### src/rtl/lse_order_table.sv
// Order table entry format shared by the table and everything that reads or writes it.
// Latency: n/a (type definitions only).
// Backpressure: n/a.
package lse_order_table;

  typedef struct packed {
    logic [15:0] order_id;
    logic [31:0] price;
    logic [23:0] qty;
    logic        side;    // 0 = bid, 1 = ask
    logic        active;
  } order_entry_t;

endpackage

### src/rtl/order_table_sched_pkg.sv
// Shared types for the order table scheduler: lock FSM state and requester ids.
// Latency: n/a (type definitions only).
// Backpressure: n/a.
package order_table_sched_pkg;

  typedef enum logic {
    ST_IDLE   = 1'b0,
    ST_LOCKED = 1'b1
  } lock_state_e;

  // Requester ids double as the bit index into the 2-bit request/grant vectors.
  typedef enum logic {
    REQ_EXCH = 1'b0,
    REQ_CLI  = 1'b1
  } req_id_e;

endpackage

### src/rtl/order_table_rr_arb.sv
// 2-way round-robin arbiter with an exchange-priority override.
// Latency: grant is combinational from req_i; pointer updates on the grant edge.
// Backpressure: none; a loser simply sees no grant and retries.
//
// Ports:
//   clk, reset   clock and synchronous active-high reset
//   req_i[1:0]   requests, bit REQ_EXCH / bit REQ_CLI
//   prio_i       when set, exchange wins a tie regardless of the pointer
//   gnt_o[1:0]   one-hot (or zero) grant
module order_table_rr_arb
  import order_table_sched_pkg::*;
(
  input  logic       clk,
  input  logic       reset,
  input  logic [1:0] req_i,
  input  logic       prio_i,
  output logic [1:0] gnt_o
);

  // Last requester granted; reset to client so exchange wins the first tie.
  req_id_e last_q, last_d;

  always_comb begin
    gnt_o = req_i;
    if (req_i == 2'b11) begin
      if (prio_i || (last_q == REQ_CLI)) begin
        gnt_o = 2'b01;
      end else begin
        gnt_o = 2'b10;
      end
    end
  end

  always_comb begin
    last_d = last_q;
    if (gnt_o[REQ_EXCH]) begin
      last_d = REQ_EXCH;
    end else if (gnt_o[REQ_CLI]) begin
      last_d = REQ_CLI;
    end
  end

  always_ff @(posedge clk) begin
    if (reset) begin
      last_q <= REQ_CLI;
    end else begin
      last_q <= last_d;
    end
  end

endmodule

### src/rtl/order_table_sched.sv
// Order table scheduler: arbitrates exchange and client requesters onto one table port, with RMW locks.
// Latency: table port driven in the grant cycle; read response RD_LATENCY cycles after the read grant.
// Backpressure: req_ready gates acceptance (lock owner only while locked); responses cannot be stalled.
//
// Ports:
//   clk, reset                   clock and synchronous active-high reset
//   exch_req_* / exch_rsp_*      exchange requester (valid/ready request, fire-and-forget response)
//   cli_req_*  / cli_rsp_*       client requester, same shape
//   tbl_address/data/rden/wren   table port, driven combinationally from the granted request
//   tbl_rddata                   table read data, valid RD_LATENCY cycles after tbl_rden
//   lock_timeout                 one-cycle pulse when a lock is forcibly released
//
// Build option: define ORDER_TABLE_SCHED_EXCH_PRIORITY_EN to make exchange win every
// unlocked tie (strict priority) instead of round-robin. Lock behaviour is identical.
module order_table_sched
  import lse_order_table::*;
  import order_table_sched_pkg::*;
#(
  parameter  int ORDER_TABLE_SIZE = 1024,
  parameter  int RD_LATENCY       = 2,
  parameter  int LOCK_TIMEOUT     = 64,
  localparam int ADDR_W           = $clog2(ORDER_TABLE_SIZE)
) (
  input  logic              clk,
  input  logic              reset,

  input  logic              exch_req_valid,
  output logic              exch_req_ready,
  input  logic [ADDR_W-1:0] exch_req_address,
  input  logic              exch_req_wren,
  input  logic              exch_req_lock,
  input  order_entry_t      exch_req_data,
  output logic              exch_rsp_valid,
  output order_entry_t      exch_rsp_data,

  input  logic              cli_req_valid,
  output logic              cli_req_ready,
  input  logic [ADDR_W-1:0] cli_req_address,
  input  logic              cli_req_wren,
  input  logic              cli_req_lock,
  input  order_entry_t      cli_req_data,
  output logic              cli_rsp_valid,
  output order_entry_t      cli_rsp_data,

  output logic [ADDR_W-1:0] tbl_address,
  output order_entry_t      tbl_data,
  output logic              tbl_rden,
  output logic              tbl_wren,
  input  order_entry_t      tbl_rddata,

  output logic              lock_timeout
);

  localparam int TMR_W = (LOCK_TIMEOUT > 1) ? $clog2(LOCK_TIMEOUT) : 1;
  // timer_q holds (cycles spent in LOCKED) - 1, so this value marks the LOCK_TIMEOUT-th cycle.
  localparam logic [TMR_W-1:0] TMO_LAST = TMR_W'(LOCK_TIMEOUT - 1);

  // Lock FSM state and context
  lock_state_e       state_q, state_d;
  req_id_e           owner_q, owner_d;
  logic [ADDR_W-1:0] lock_addr_q, lock_addr_d;
  logic [TMR_W-1:0]  timer_q, timer_d;

  // In-flight read tags: valid bit and owner (1 = client) per pipeline stage.
  logic [RD_LATENCY-1:0] tag_vld_q, tag_vld_d;
  logic [RD_LATENCY-1:0] tag_cli_q, tag_cli_d;

  // Arbitration
  logic [1:0]        elig;      // requesters allowed to compete this cycle
  logic [1:0]        arb_req;
  logic [1:0]        gnt;
  logic              exch_prio;
  logic              timeout_hit;

  // Granted request, muxed
  req_id_e           gnt_id;
  logic              gnt_any;
  logic [ADDR_W-1:0] sel_addr;
  order_entry_t      sel_data;
  logic              sel_wren;
  logic              sel_lock;
  logic              grant_rd;
  logic              grant_wr;

  //--------------------------------------------------------------------------
  // Arbitration
  //--------------------------------------------------------------------------
  assign arb_req = {cli_req_valid, exch_req_valid} & elig;

`ifdef ORDER_TABLE_SCHED_EXCH_PRIORITY_EN
  assign exch_prio = (state_q == ST_IDLE);
`else
  assign exch_prio = 1'b0;
`endif

  order_table_rr_arb u_arb (
    .clk    (clk),
    .reset  (reset),
    .req_i  (arb_req),
    .prio_i (exch_prio),
    .gnt_o  (gnt)
  );

  // Ready is eligibility minus losing to the other requester, so valid && ready == grant.
  assign exch_req_ready = elig[REQ_EXCH] & ~gnt[REQ_CLI];
  assign cli_req_ready  = elig[REQ_CLI]  & ~gnt[REQ_EXCH];

  assign gnt_any  = |gnt;
  assign gnt_id   = gnt[REQ_CLI] ? REQ_CLI : REQ_EXCH;
  assign sel_addr = gnt[REQ_CLI] ? cli_req_address : exch_req_address;
  assign sel_data = gnt[REQ_CLI] ? cli_req_data    : exch_req_data;
  assign sel_wren = gnt[REQ_CLI] ? cli_req_wren    : exch_req_wren;
  assign sel_lock = gnt[REQ_CLI] ? cli_req_lock    : exch_req_lock;
  assign grant_rd = gnt_any & ~sel_wren;
  assign grant_wr = gnt_any &  sel_wren;

  //--------------------------------------------------------------------------
  // Table port
  //--------------------------------------------------------------------------
  assign tbl_address = sel_addr;
  assign tbl_data    = sel_data;
  assign tbl_rden    = grant_rd;
  assign tbl_wren    = grant_wr;

  //--------------------------------------------------------------------------
  // Lock FSM: state register
  //--------------------------------------------------------------------------
  always_ff @(posedge clk) begin
    if (reset) begin
      state_q     <= ST_IDLE;
      owner_q     <= REQ_EXCH;
      lock_addr_q <= '0;
      timer_q     <= '0;
    end else begin
      state_q     <= state_d;
      owner_q     <= owner_d;
      lock_addr_q <= lock_addr_d;
      timer_q     <= timer_d;
    end
  end

  assign timeout_hit = (state_q == ST_LOCKED) && (timer_q == TMO_LAST);

  //--------------------------------------------------------------------------
  // Lock FSM: next state
  //--------------------------------------------------------------------------
  always_comb begin
    state_d     = state_q;
    owner_d     = owner_q;
    lock_addr_d = lock_addr_q;
    timer_d     = '0;
    case (state_q)
      ST_IDLE: begin
        if (grant_rd && sel_lock) begin
          state_d     = ST_LOCKED;
          owner_d     = gnt_id;
          lock_addr_d = sel_addr;
        end
      end
      ST_LOCKED: begin
        // A further locked read by the owner falls through here: no nesting, timer keeps running.
        timer_d = timer_q + TMR_W'(1);
        if (timeout_hit ||
            (grant_wr && (gnt_id == owner_q) && (sel_addr == lock_addr_q))) begin
          state_d = ST_IDLE;
          timer_d = '0;
        end
      end
      default: state_d = ST_IDLE;
    endcase
  end

  //--------------------------------------------------------------------------
  // Lock FSM: outputs
  //--------------------------------------------------------------------------
  always_comb begin
    elig         = 2'b00;
    lock_timeout = 1'b0;
    if (!reset) begin
      case (state_q)
        ST_IDLE: begin
          elig = 2'b11;
        end
        ST_LOCKED: begin
          elig                 = 2'b00;
          elig[owner_q]        = 1'b1;
          lock_timeout         = timeout_hit;
        end
        default: elig = 2'b00;
      endcase
    end
  end

  //--------------------------------------------------------------------------
  // In-flight read tag pipeline
  //--------------------------------------------------------------------------
  always_comb begin
    tag_vld_d    = '0;
    tag_cli_d    = '0;
    tag_vld_d[0] = grant_rd;
    tag_cli_d[0] = gnt[REQ_CLI];
    for (int i = 1; i < RD_LATENCY; i++) begin
      tag_vld_d[i] = tag_vld_q[i-1];
      tag_cli_d[i] = tag_cli_q[i-1];
    end
  end

  always_ff @(posedge clk) begin
    if (reset) begin
      tag_vld_q <= '0;
      tag_cli_q <= '0;
    end else begin
      tag_vld_q <= tag_vld_d;
      tag_cli_q <= tag_cli_d;
    end
  end

  // The last stage lines up with tbl_rddata; the owner bit steers it to one requester.
  assign exch_rsp_valid = ~reset & tag_vld_q[RD_LATENCY-1] & ~tag_cli_q[RD_LATENCY-1];
  assign cli_rsp_valid  = ~reset & tag_vld_q[RD_LATENCY-1] &  tag_cli_q[RD_LATENCY-1];
  assign exch_rsp_data  = tbl_rddata;
  assign cli_rsp_data   = tbl_rddata;

endmodule

### config.mk
export PLATFORM = sky130hd
export DESIGN_NAME = order_table_sched
export DESIGN_NICKNAME = d
export VERILOG_FILES = /design/src/rtl/lse_order_table.sv /design/src/rtl/order_table_sched_pkg.sv /design/src/rtl/order_table_rr_arb.sv /design/src/rtl/order_table_sched.sv
export SDC_FILE = /design/constraint.sdc
export NUM_CORES = 1
export LEC_CHECK = 0
export CORE_AREA = 4 4 186 188
export CTS_CLUSTER_DIAMETER = 60
export DETAILED_ROUTE_END_ITERATION = 7
export DIE_AREA = 0 0 190 192
export HOLD_SLACK_MARGIN = 0.08
export SLEW_MARGIN = 10
export SYNTH_ARGS = -nofsm -noshare
export SYNTH_HDL_FRONTEND = slang
export SYNTH_SLANG_ARGS = --single-unit
### constraint.sdc
create_clock -name clk -period 5.9 [get_ports clk]
set_clock_uncertainty 0.05 [all_clocks]
set_input_delay 0.885 -clock clk [delete_from_list [all_inputs] [get_ports clk]]
set_output_delay 0.885 -clock clk [all_outputs]
set_load 0.02 [all_outputs]
After elaboration in Yosys (flattened, before gate mapping)
Cells that the tools add are included.
{"block": "totals", "register_bits": 23, "input_bits": 250, "wordCells": 56}
{"block": "classes", "n_addsub": 1, "magnitude_cmp": 2, "n_eq_ne": 4, "mux": 18, "bitwise": 14, "n_reduce_logical": 10}
{"operator": "$mux W74", "count": 1}
{"operator": "$eq A10 B10 Y1", "count": 1}
{"operator": "$mux W1", "count": 10}
{"operator": "$mux W10", "count": 1}
{"operator": "$and A1 B1 Y1", "count": 7}
{"operator": "$add A6 B1 Y6 const B", "count": 1}
{"operator": "$eq A6 B6 Y1 const B", "count": 1}
{"operator": "$mux W2", "count": 3}
{"operator": "$not A1 Y1", "count": 6}
{"operator": "$logic_and A1 B1 Y1", "count": 5}
{"operator": "$pmux W2 S2", "count": 1}
{"operator": "$reduce_or A3 Y1", "count": 1}
{"operator": "$and A2 B2 Y2", "count": 1}
{"operator": "$eq A2 B2 Y1 const B", "count": 1}
{"operator": "$lt A1 B2 Y1 const B", "count": 1}
{"operator": "$pmux W1 S2", "count": 1}
{"operator": "$reduce_and A2 Y1", "count": 1}
{"operator": "$reduce_bool A2 Y1", "count": 1}
{"operator": "$reduce_or A2 Y1", "count": 1}
{"operator": "$demux W1 S1", "count": 1}
{"operator": "$eq A1 B1 Y1", "count": 1}
{"operator": "$ge A1 B1 Y1 const B", "count": 1}
{"operator": "$logic_or A1 B1 Y1", "count": 1}

Logic depth before layout (Yosys ltp)
Gate-level depths: netlist of run 1.
{"block": "depth", "ltp_word": 16, "mapped_depth": 10}

Modules after synthesis
A second synthesis of run 1 with hierarchy kept.
{"block": "unflattened", "hier_cells": 368, "hier_area_um2": 3169.3}
{"module": "order_table_sched", "instances": 1, "cells_each": 361, "area_each_um2": 3113.0, "seq_area_each_um2": 440.4}
{"module": "order_table_rr_arb", "instances": 1, "cells_each": 7, "area_each_um2": 56.3, "seq_area_each_um2": 20.0}

Least setup slack after synthesis of run 1
No wires, ideal clock.
{"block": "synth_path", "path_type": "input to output", "startpoint": "input reset", "endpoint": "output tbl_data[23] (netlist bit)", "t_arrival_ps": 2333, "t_required_ps": 4965, "setup_slack_ps": 2632, "path_stages": 8, "path_buffers": 4, "path_cell_list": "buf_4 > inv_1 > nand4_4 > clkbuf_1 > clkbuf_1 > buf_1 > nand2_1 > nand2_1"}
{"element": "from (decl)", "line_no": "order_table_sched.sv:25", "rtl": "input logic reset,"}
{"element": "to (decl)", "line_no": "order_table_sched.sv:46", "rtl": "output order_entry_t tbl_data,"}

==> results.md, run 1 <==
- The run finished with clean final reports.
- The register-to-register setup slack is 2.89 ns.
- At the end of the flow, the number of nets in the layout was 901.
- The first element of the critical path is reset.
- The slew at the pin closest to its max-slew limit is 1.06 ns.
- Counting flops with a built-in enable in the synthesized netlist gives 0.
- Of the available clock period, the critical path in the final layout requires 0.785.
- The pin count of the biggest net entering global routing is 62.
- Routability-driven placement finished with a final weighted congestion of 0.761.
- Each instance of the synthesized netlist takes up on average 6.25 sq um.
- In the final layout, the share of cells above drive strength 1 is 0.0431.
- The worst min-delay path category is flop to flop.
- The number of antenna violations at the first check in global routing came to 0.
- In this run the critical register-to-register path is captured at lock_addr_q[6].
- The kind of cell with the highest combined delay on the critical path is buffers and inverters.
- Across every metal layer, demand over resource in global routing totals 0.0718.
- The detailed router's first-iteration violation count is 180.
- The number of antenna diodes in the final layout is 0.
- The final layout contains routed wiring with a total length of 15300 um.
- The initialized floorplan defines 67 standard-cell rows.
- The top cell types in the final layout, fill and taps aside, are sky130_fd_sc_hd__clkdlybuf4s50_1 (260), sky130_fd_sc_hd__nand2_1 (239), sky130_fd_sc_hd__dfxtp_1 (23), sky130_fd_sc_hd__inv_1 (16).
- The number of synthesized register bits is 23.
- The via count of the first global-routing pass is 3393.
- In the synthesized netlist the async set-or-reset flop fraction comes to 0.
- The leakage dissipation is 2.26 nW.
- Based on the critical path, the design can be clocked at up to 216 MHz.
- The startpoint of the tightest hold check path is tag_vld_q[0].
- The total global routing overflow is 0.
- The hold-critical path depth is 1.
- The global routing usage on met2 is 0.113.
- The count of pins on the block boundary is 489.
- On the worst path, the slowest cell contributes a delay of 0.60 ns.
- The number of buffers added on ports is 266.
- The clock drives 23 sinks.
- The number of cells upsized or downsized after cts is 0.
- The later pin in the worst-skew pair is clocked with a latency of 0.25 ns.
- The post-CTS clock slew at the launch and capture registers of the worst setup and hold paths is 0.06 ns.
- Buffers inserted during clock tree synthesis total 3.
- The wire length of the first global-routing pass is 20400 um.
- The number of setup violations in the final report is 0.
- STA classifies the critical path startpoint as a primary input.
- The post-placement cell count is 1093.
- The final sum of negative setup slack is 0 ns.
- Setup repair after global routing left no endpoint under its margin.
- The layer flagged by global routing as most heavily used is met2.
- The quantity of hold-fixing buffers added after cts is 0.
- The net count of the mapped netlist is 798.
- The dominant register cell in the synthesized netlist is sky130_fd_sc_hd__dfxtp_1.
- The initial core utilization is 0.103.
- The die footprint is 0.0365 sq mm.
- The kind of end point of the critical path is an output pin.
- The Yosys step of the flow raised 0 warnings.
- The count of cells in the finished layout, fillers not included, comes to 1097.
- In this run the worst path has a maximum fanout of 59.
- In this run the number of H-tree levels came out at 1.
- The TritonCTS clock tree is done.
- The critical path ends at tbl_data[44].
- The per-cell via count in the routed design is 3.31.
- The reg-to-reg critical path startpoint is state_q.
- Buffers added to address setup during post-CTS repair amount to 0.
- In this run the tightest slew margin relative to its limit is 0.291.
- The overall via count from detail_route is 3629.
- For the worst setup path, the data required time is 4.97 ns.
- The first detailed-routing pass ran for 5 iterations.
- The cell type with the highest occurrence count on the critical path is sky130_fd_sc_hd__buf_4.
- For the finished layout, the period the worst path requires is 4.63 ns.
- Counting along the longest clock path gives a buffer depth of 2.
- For this run, the register share of the synthesized area comes to 0.135.
- The total of max-cap violations is 0.
- For this run, global-route usage on met1 was measured as 0.0827.
- The count of cells along the worst register-to-register path is 7.
- The total power draw is 0.766 mW.
- Counting both buffers and inverters, the worst setup path holds a total of 6.
- The number of hold violations in the final report is 0.
- For this design, the slowest cell found on the critical path is sky130_fd_sc_hd__clkdlybuf4s50_1.
- The post-route cell area is 0.00553 sq mm.
- The power density over the cells is 139 mW/mm^2.
- The most frequent standard cell in the layout excluding fill and tap cells is sky130_fd_sc_hd__clkdlybuf4s50_1.
- Detailed placement ended at an HPWL of 13300 um.
- The die extent in x is 190 um.
- The critical path goes through clkdlybuf4s50_1, buf_4, inv_1, nand4_4, buf_4, buf_4, nand2_1, nand2_1, clkdlybuf4s50_1.
- In this run the number of cells on the critical path is 9.
- Dividing the detail-routed wire length by the instance count gives 14.0 um.
- The number of DRC violations after detailed routing is 0.
- The unique cell type count in the Yosys netlist is 48.
- At the end of the flow the core is filled with cells to 0.167.
- Once detail routing completed, the nets flagged for antenna violations numbered 0.
- The critical path is of the primary input to output pin type.
- The final max-slew violation count was 0.
- The cell area that synthesis handed to floorplanning was 0.00342 sq mm.
- The root buffer selected by CTS is sky130_fd_sc_hd__clkbuf_16.
- The overall die height is 192 um.
- Summing all placed instances gives a cell area of 0.00545 sq mm.
- The worst IR drop on VDD is 0.0921 mV.
- The area added between synthesis and finish is 61.8%.
- The core outline area is 0.0331 sq mm.
- For met3 alone, demand over resource in global routing was 0.0407.
- Data arrives at the worst endpoint at 3.70 ns.
- The number of instances in the synthesized netlist is 547.
## registers in the layout (all words and copies together) (netlist names)
name / cells
lock_addr_q: 10
owner_q: 1
state_q: 1
tag_cli_q: 2
tag_vld_q: 2
timer_q: 6
u_arb.last_q: 1
## through the flow
step                setup slack, ns  hold slack, ns
global placement               1.30           0.376
finish                         1.27           0.389
global route                   1.07           0.408
floorplan                      2.63           0.364
detailed placement             1.26           0.377
CTS                            1.25           0.392
## layer usage
| metal | share of wire | vias to the layer above |
|---|---|---|
| met4 | 0.026 | 0 |
| met3 | 0.15 | 41 |
| met1 | 0.38 | 1567 |
| li1 | - | 1766 |
| met2 | 0.45 | 255 |
| met5 | 0 | - |
## cell usage after synthesis (all sizes together), types with 2 or more instances
master	count	area, sq um
nand2	239	897
o21ai	4	20.0
clkbuf	12	45.0
and3	2	12.5
inv	17	63.8
nand3	5	25.0
o22ai	3	18.8
nor2	15	61.3
nor4b	2	32.5
mux2i	14	144
buf	160	1190
nor3b	2	15.0
nor3	5	25.0
mux2	3	37.5
a222oi	3	30.0
and2b	2	15.0
a211oi	4	40.0
o221ai	2	17.5
or4	2	15.0
nand4	3	33.8
xnor2	4	35.0
nor2b	3	18.8
dfxtp	23	460
nand2b	2	15.0
xor2	4	35.0
## worst min path at each step
| stage | to | slack, ns |
|---|---|---|
| global route | tag_vld_q[1] | 0.41 |
| detailed placement | tag_vld_q[1] | 0.38 |
| global placement | tag_vld_q[1] | 0.38 |
| floorplan | tag_cli_q[1] | 0.36 |
| CTS | tag_vld_q[1] | 0.39 |
| finish | tag_vld_q[1] | 0.39 |
## logic make-up (layout without fill, tap and decap cells)
family	Yosys count	in the layout	synth area share
and+or+nand+nor	284	284	0.350
buffers and inverters	189	291	0.379
AOI/OAI and AO/OA	25	25	0.0593
DFF	23	23	0.135
muxes	17	17	0.0531
xor gates and xnor gates	8	8	0.0205
adders and majority gates	1	1	0.00366
## final cells by class
type                    instances  area [sq um]
fillers                      3744         27600
repair buffers                270          2700
multi-input cells             335          1660
well taps                     448           561
flip-flops and latches         23           460
clock buffers                   3          75.1
inverters                      17          65.1
clock inverters                 1          5.00
## power by group
part | internal (mW) | switching, mW
clock network | 0.0910 | 0.0539
registers | 0.162 | 0.00715
logic | 0.244 | 0.208
total | 0.497 | 0.269
No activity file was read; power rests on OpenSTA's default activity.
==> run 2, diff against run 1 <==
Settings changed: CORE_AREA 4 4 186 188 to 4 4 189 191, DIE_AREA 0 0 190 192 to 0 0 193 195.
Clock period 5.9 ns to 3.9 ns, I/O delays scaled along.
==> run 2 against run 1 <==
Against the previous run: sequential share of layout area decreased by 0.099 points; non-clock buffer count increased by 6; worst hold slack got worse by 0.0024 ns; clock-buffer cell count unchanged; critical path depth decreased by 3; sequential cell count unchanged; core utilization decreased by 0.30 points; sequential power increased by 49%; combinational power increased by 55%; first-iteration DRC count increased by 13%.
==> results.md, run 2 (same netlist as run 1, synthesis figures left out) <==
- Status: finished, final reports clean (unchanged).
- The overall via count from detail_route is 3683 (was 3629).
- The count of pins on the block boundary is 489 (unchanged).
- The number of buffers added on ports came to 266 (unchanged).
- The wire length of the first global-routing pass was 22800 um (was 20400 um).
- The final weighted congestion in routability-driven placement is 0.827 (was 0.761).
- The count of clock tree sinks is 23 (unchanged).
- The total CTS buffers was 3 (unchanged).
- The pin count of the biggest net entering global routing is 68 (was 62).
- The detailed router's first-iteration violation count is 204 (was 180).
- The later-pin clock latency in the skew report is 0.26 ns (was 0.25 ns).
- The slew at the pin closest to its max-slew limit is 0.638 ns (was 1.06 ns).
- The die extent in x is 193 um (was 190 um).
- The arrival time at the worst endpoint was 2.83 ns (was 3.70 ns).
- The kind of end point of the critical path is an output pin (unchanged).
- Registers with the most flip-flops: lock_addr_q: 10 flops, timer_q: 6 flops (unchanged).
- The number of filler instances in the final layout is 3880 (was 3744).
- The initial core utilization is 0.100 (was 0.103).
- The number of nets in the layout is 907 (was 901).
- The cell area after placement is 0.00552 sq mm (was 0.00545 sq mm).
- The most frequent standard cell in the layout excluding fill and tap cells is sky130_fd_sc_hd__clkdlybuf4s50_1 (unchanged).
- The per-cell via count in the routed design is 3.32 (was 3.31).
- The H-tree level count is 1 (unchanged).
- The routed wire length is 17000 um (was 15300 um).
- The leakage dissipation came to 2.30 nW (was 2.26 nW).
- The setup fix buffers added after clock tree synthesis is 0 (unchanged).
- The master of the slowest instance on the critical path was sky130_fd_sc_hd__clkdlybuf4s50_1 (unchanged).
- The core outline area is 0.0341 sq mm (was 0.0331 sq mm).
- The root buffer selected by CTS is sky130_fd_sc_hd__clkbuf_16 (unchanged).
- The biggest cell delay along the critical path is 0.70 ns (was 0.60 ns).
- The TritonCTS clock tree is done (unchanged).
- The final sum of negative setup slack is 0 ns (unchanged).
- The number of hold violations in the final report is 0 (unchanged).
- The critical setup path kind is primary input to output pin (unchanged).
- The area added between synthesis and finish is 63.7% (was 61.8%).
- The largest fanout on the critical path is 17 (was 59).
- The via count of the first global-routing pass is 3660 (was 3393).
- The cell type with the highest occurrence count on the critical path is sky130_fd_sc_hd__clkdlybuf4s50_1 (was sky130_fd_sc_hd__buf_4).
- The global-route usage over all layers is 0.0803 (was 0.0718).
- The kind of cell with the highest combined delay on the critical path was buffers and inverters (unchanged).
- The quantity of hold-fixing buffers added after cts is 0 (unchanged).
- The final max-slew violation count came to 0 (unchanged).
- The post-route cell area was 0.00560 sq mm (was 0.00553 sq mm).
- The number of rows in the core area is 68 (was 67).
- CP cell instances: clkdlybuf4s50_1, nand3b_4, nand4_4, clkinv_2, o21ai_0, clkdlybuf4s50_1 (was clkdlybuf4s50_1, buf_4, inv_1, nand4_4, buf_4, buf_4, nand2_1, nand2_1, clkdlybuf4s50_1).
- The power density over the cells is 211 mW/mm^2 (was 139 mW/mm^2).
- The per-cell routed wire length is 15.3 um (was 14.0 um).
- The total global routing overflow was 0 (unchanged).
- The worst min-delay path category is flop to flop (unchanged).
- The remaining antenna violation count after routing is 0 (unchanged).
- The die footprint was 0.0376 sq mm (was 0.0365 sq mm).
- The number of DRC violations after detailed routing is 0 (unchanged).
- The maximum clock rate is 288 MHz.
- The startpoint class of the critical path is a primary input (unchanged).
- The total of max-cap violations is 0 (unchanged).
- The antenna diode count was 0 (unchanged).
- The fraction of final layout cells sized beyond drive strength 1 came to 0.0519 (was 0.0431).
- The area of the multi-input gates is 0.00166 sq mm (unchanged).
- RSZ-0062 raised after global routing: false (unchanged).
- The required time reported for the critical path endpoint came to 3.26 ns (was 4.97 ns).
- The number of flip-flops under the largest register name is 10 (unchanged).
- The buffer and inverter count on the worst path was 3 (was 6).
- The post-layout minimum cycle time is 3.47 ns.
- The post-CTS clock slew at the launch and capture registers of the worst setup and hold paths is 0.06 ns (about the same).
- The number of iterations in the first detailed-routing pass is 5 (unchanged).
- The number of antenna violations at the first check in global routing is 1 (was 0).
- Leading cell types in the layout, fill and taps excluded: sky130_fd_sc_hd__clkdlybuf4s50_1 (260), sky130_fd_sc_hd__nand2_1 (239), sky130_fd_sc_hd__dfxtp_1 (23), sky130_fd_sc_hd__inv_1 (16) (unchanged).
- In the finished design, the share of the clock period the worst path needs comes to 0.889.
- The worst-case clock buffer depth came to 2 (unchanged).
- The sequential cell area is 460 sq um (unchanged).
- The number of cells upsized or downsized after cts came to 0 (unchanged).
- The overall die height is 195 um (was 192 um).
- The headroom to the max-slew limit is 0.574 (was 0.291).
- The worst IR drop on VDD is 0.164 mV (was 0.0921 mV).
- The post-DP HPWL came to 14600 um (was 13300 um).
- The number of setup violations in the final report is 0 (unchanged).
- The register ranked first by flip-flop count was lock_addr_q (unchanged).
-- run 2: cell types whose count changed in the layout (fill, tap and decap cells not counted), sizes merged --
cell,previous run,this run
buf,10,16
-- run 2: path summary, 6_finish.rpt --
check	startpoint	end	slack, ns	cells after the start
worst max-delay path	exch_req_valid	tbl_address[2]	0.43	6
worst min register to register	tag_vld_q[0]	tag_vld_q[1]	0.39	1
worst max register to register	owner_q	lock_addr_q[8]	1.44	8
worst min-delay path	tag_vld_q[0]	tag_vld_q[1]	0.39	1
-- run 2: power breakdown --
part / internal (mW) / switching (mW) / total [mW]
clock: 0.138 / 0.0881 / 0.226
sequential: 0.244 / 0.00800 / 0.252
combinational: 0.377 / 0.325 / 0.702
total: 0.759 / 0.422 / 1.18
-- run 2: metrics by stage --
stage | util | hold WS (ns) | total power, mW | instances | setup slack (ns)
floorplan | - | 0.364 | 0.767 | 547 | 1.23
global placement | 0.162 | 0.368 | 0.960 | 1106 | 0.469
detailed placement | 0.162 | 0.372 | 0.962 | 1106 | 0.452
CTS | 0.164 | 0.387 | 1.19 | 1110 | 0.433
global route | 0.164 | 0.413 | 1.24 | 1110 | 0.324
finish | 0.164 | 0.387 | 1.18 | 1110 | 0.433
-- run 2: cell type report --
cell class,count,share of cell area
Clock inverter,1,0.000894
Multi-Input combinational cell,335,0.297
Inverter,17,0.0116
Sequential cell,23,0.0823
Clock buffer,3,0.0134
Tap cell,455,0.102
Timing Repair Buffer,276,0.493
-- run 2: routing by layer --
layer,track usage,up-vias,part of all wire
met1,0.0799,1596,0.33
met2,0.132,252,0.47
met5,0.0106,-,0.0032
met3,0.0542,55,0.17
met4,0.0283,2,0.030
li1,-,1778,-
-- run 2: worst register-to-register path, delay by kind of cell (launching register included) --
family	cells	cell delay, ns
mux	2	0.66
flops	1	0.30
simple gates	4	0.74
buf+inv	2	0.60
==> run 3, diff against run 2 <==
Settings changed: PLACE_DENSITY set to 0.38.
==> run 3 against run 2 <==
Against the previous run: design area shrank 0.31%; die area is the same; total power shrank 0.69%; critical endpoint is now tbl_address[0]; highest routed layer unchanged.
==> results.md, run 3 (same netlist as run 1, synthesis figures left out) <==
- Status: finished, final reports clean (unchanged).
- The total global routing overflow is 0 (unchanged).
- The maximum clock rate is 294 MHz (was 288 MHz).
- The remaining antenna violation count after routing was 0 (unchanged).
- The most frequent standard cell in the layout excluding fill and tap cells was sky130_fd_sc_hd__clkdlybuf4s50_1 (unchanged).
- The total CTS buffers is 3 (unchanged).
- The wire length of the first global-routing pass is 23500 um (was 22800 um).
- The root buffer selected by CTS was sky130_fd_sc_hd__clkbuf_16 (unchanged).
- The part of the power in the clock network is 0.193 (was 0.192).
- The worst min-delay path category is flop to flop (unchanged).
- The largest fanout on the critical path came to 37 (was 17).
- The power density over the cells is 210 mW/mm^2 (was 211 mW/mm^2).
- The number of iterations in the first detailed-routing pass came to 4 (was 5).
- The buffer and inverter count on the worst path is 5 (was 3).
- The portion of total power attributed to sequential cells is 0.218 (was 0.214).
- The worst IR drop on VDD was 0.148 mV (was 0.164 mV).
- The leakage dissipation was 2.28 nW (was 2.30 nW).
- The master of the slowest instance on the critical path is sky130_fd_sc_hd__clkdlybuf4s50_1 (unchanged).
- The final max-slew violation count is 0 (unchanged).
- The kind of cell with the highest combined delay on the critical path was buffers and inverters (unchanged).
- The via count of the first global-routing pass is 3649 (was 3660).
- The total power draw is 1.17 mW (was 1.18 mW).
- CP cell instances: clkdlybuf4s50_1, nand3b_4, nand4_4, clkinv_2, buf_12, mux2i_1, inv_1, clkdlybuf4s50_1 (was clkdlybuf4s50_1, nand3b_4, nand4_4, clkinv_2, o21ai_0, clkdlybuf4s50_1).
- The antenna diode count is 0 (unchanged).
- The detailed router's first-iteration violation count was 108 (was 204).
- The share of power burned in combinational logic was 0.589 (was 0.595).
- The number of DRC violations after detailed routing is 0 (unchanged).
- The cell type with the highest occurrence count on the critical path is sky130_fd_sc_hd__clkdlybuf4s50_1 (unchanged).
- The TritonCTS clock tree is done (unchanged).
- The number of flip-flops under the largest register name was 10 (unchanged).
- The post-CTS clock slew at the launch and capture registers of the worst setup and hold paths is 0.06 ns (about the same).
- The count of clock tree sinks was 23 (unchanged).
- The switching share of total power came to 0.355 (was 0.357).
- The initial core utilization came to 0.100 (unchanged).
- The switching power summed over all nets is 0.416 mW (was 0.422 mW).
- The startpoint class of the critical path is a primary input (unchanged).
- The arrival time at the worst endpoint is 2.77 ns (was 2.83 ns).
- The setup fix buffers added after clock tree synthesis was 0 (unchanged).
- The biggest cell delay along the critical path is 0.54 ns (was 0.70 ns).
- The number of buffers added on ports came to 266 (unchanged).
- The internal portion of total power is 0.757 mW (was 0.759 mW).
- The die footprint was 0.0376 sq mm (unchanged).
- The overall die height was 195 um (unchanged).
- Registers with the most flip-flops: lock_addr_q: 10 flops, timer_q: 6 flops (unchanged).
- Leading cell types in the layout, fill and taps excluded: sky130_fd_sc_hd__clkdlybuf4s50_1 (262), sky130_fd_sc_hd__nand2_1 (239), sky130_fd_sc_hd__dfxtp_1 (23), sky130_fd_sc_hd__inv_1 (16) (was sky130_fd_sc_hd__clkdlybuf4s50_1 (260), sky130_fd_sc_hd__nand2_1 (239), sky130_fd_sc_hd__dfxtp_1 (23), sky130_fd_sc_hd__inv_1 (16)).
- The slew at the pin closest to its max-slew limit is 0.434 ns (was 0.638 ns).
- The headroom to the max-slew limit is 0.710 (was 0.574).
- The kind of end point of the critical path is an output pin (unchanged).
- The count of pins on the block boundary is 489 (unchanged).
- The number of rows in the core area was 68 (unchanged).
- The critical setup path kind is primary input to output pin (unchanged).
- The per-cell via count in the routed design was 3.24 (was 3.32).
- The core outline area is 0.0341 sq mm (unchanged).
- The per-cell routed wire length is 15.7 um (was 15.3 um).
- The hold-critical path depth is 1 (unchanged).
- The required time reported for the critical path endpoint is 3.26 ns (about the same).
- The worst-case clock buffer depth was 2 (unchanged).
- The number of nets in the layout is 904 (was 907).
- The number of logic stages on the critical path including buffering is 8 (was 6).
- The quantity of hold-fixing buffers added after cts was 0 (unchanged).
- The worst setup timing slack at the placement stage is 0.499 ns (was 0.452 ns).
- The routed wire length is 17400 um (was 17000 um).
- The number of cells upsized or downsized after cts was 0 (unchanged).
- The H-tree level count is 1 (unchanged).
- The number of setup violations in the final report is 0 (unchanged).
- RSZ-0062 raised after global routing: false (unchanged).
- The post-layout minimum cycle time came to 3.40 ns (was 3.47 ns).
- The worst path setup slack after routing is 0.496 ns (was 0.433 ns).
- The final weighted congestion in routability-driven placement is 0.783 (was 0.827).
- The count of cells along the worst register-to-register path came to 8 (unchanged).
- The period utilization is 0.873 (was 0.889).
- The final sum of negative setup slack is 0 ns (unchanged).
- The later-pin clock latency in the skew report came to 0.26 ns (about the same).
- The post-DP HPWL is 15000 um (was 14600 um).
- The register ranked first by flip-flop count was lock_addr_q (unchanged).
- The global-route usage over all layers is 0.0824 (was 0.0803).
- The total of max-cap violations came to 0 (unchanged).
- The pin count of the biggest net entering global routing is 56 (was 68).
- The number of antenna violations at the first check in global routing is 0 (was 1).
- The number of hold violations in the final report is 0 (unchanged).
- The area added between synthesis and finish is 63.2% (was 63.7%).
- The overall via count from detail_route is 3592 (was 3683).
- The die extent in x is 193 um (unchanged).
- The fraction of final layout cells sized beyond drive strength 1 came to 0.0445 (was 0.0519).
[run 3: changes by cell type in the layout (fill, tap and decap cells not counted), sizes merged]
cell / before / now
buf: 16 / 11
clkdlybuf4s50: 260 / 262
[run 3: power groups by stage]
| stage | clock [mW] | sequential [mW] | combinational [mW] |
|---|---|---|---|
| 2_1_floorplan | 0 | 0.255 | 0.512 |
| 3_3_place_gp | 0 | 0.261 | 0.703 |
| 3_5_place_dp | 0 | 0.260 | 0.699 |
| 4_1_cts | 0.234 | 0.255 | 0.703 |
| 5_1_grt | 0.245 | 0.256 | 0.743 |
| 6_report | 0.227 | 0.255 | 0.691 |
[run 3: worst register-to-register path: stages, from the launching register on]
cell                       delay [ns]
sky130_fd_sc_hd__dfxtp_1         0.56
sky130_fd_sc_hd__nand3b_4        0.23
sky130_fd_sc_hd__nand4_4         0.19
sky130_fd_sc_hd__clkinv_2        0.14
sky130_fd_sc_hd__buf_12          0.20
sky130_fd_sc_hd__mux2_4          0.36
sky130_fd_sc_hd__a222oi_1        0.31
sky130_fd_sc_hd__and4_1          0.42
sky130_fd_sc_hd__nor3_1          0.10
[run 3: per-stage QoR]
stage               hold slack (ns)  utilization  cells  area, sq um
global route                  0.409        0.164   1107         5580
global placement              0.371        0.161   1103         5500
floorplan                     0.364            -    547         3420
finish                        0.386        0.164   1107         5580
detailed placement            0.372        0.161   1103         5500
CTS                           0.387        0.164   1107         5580
[run 3: per-layer routing]
layer	GRT usage	wire [um]	up-vias
met3	0.0613	3070	50
met1	0.0795	5770	1536
met4	0.0260	557	2
met2	0.137	7940	228
met5	0.00531	26	-
li1	-	-	1776
[run 3: path summary, 6_finish.rpt]
kind	start	end	slack, ns
hold / removal	tag_cli_q[0]	tag_cli_q[1]	0.39
setup / recovery	exch_req_valid	tbl_address[0]	0.50
hold reg to reg	tag_cli_q[0]	tag_cli_q[1]	0.39
setup reg to reg	state_q	timer_q[2]	1.22
[run 3: layout make-up]
cell class / count / area [sq um]
tap: 455 / 569
multi-input combinational: 335 / 1660
inverter: 17 / 65.1
clock inverter: 1 / 5.00
clock buffer: 3 / 75.1
sequential: 23 / 460
timing repair buffer: 273 / 2740
fill: 3903 / 28500
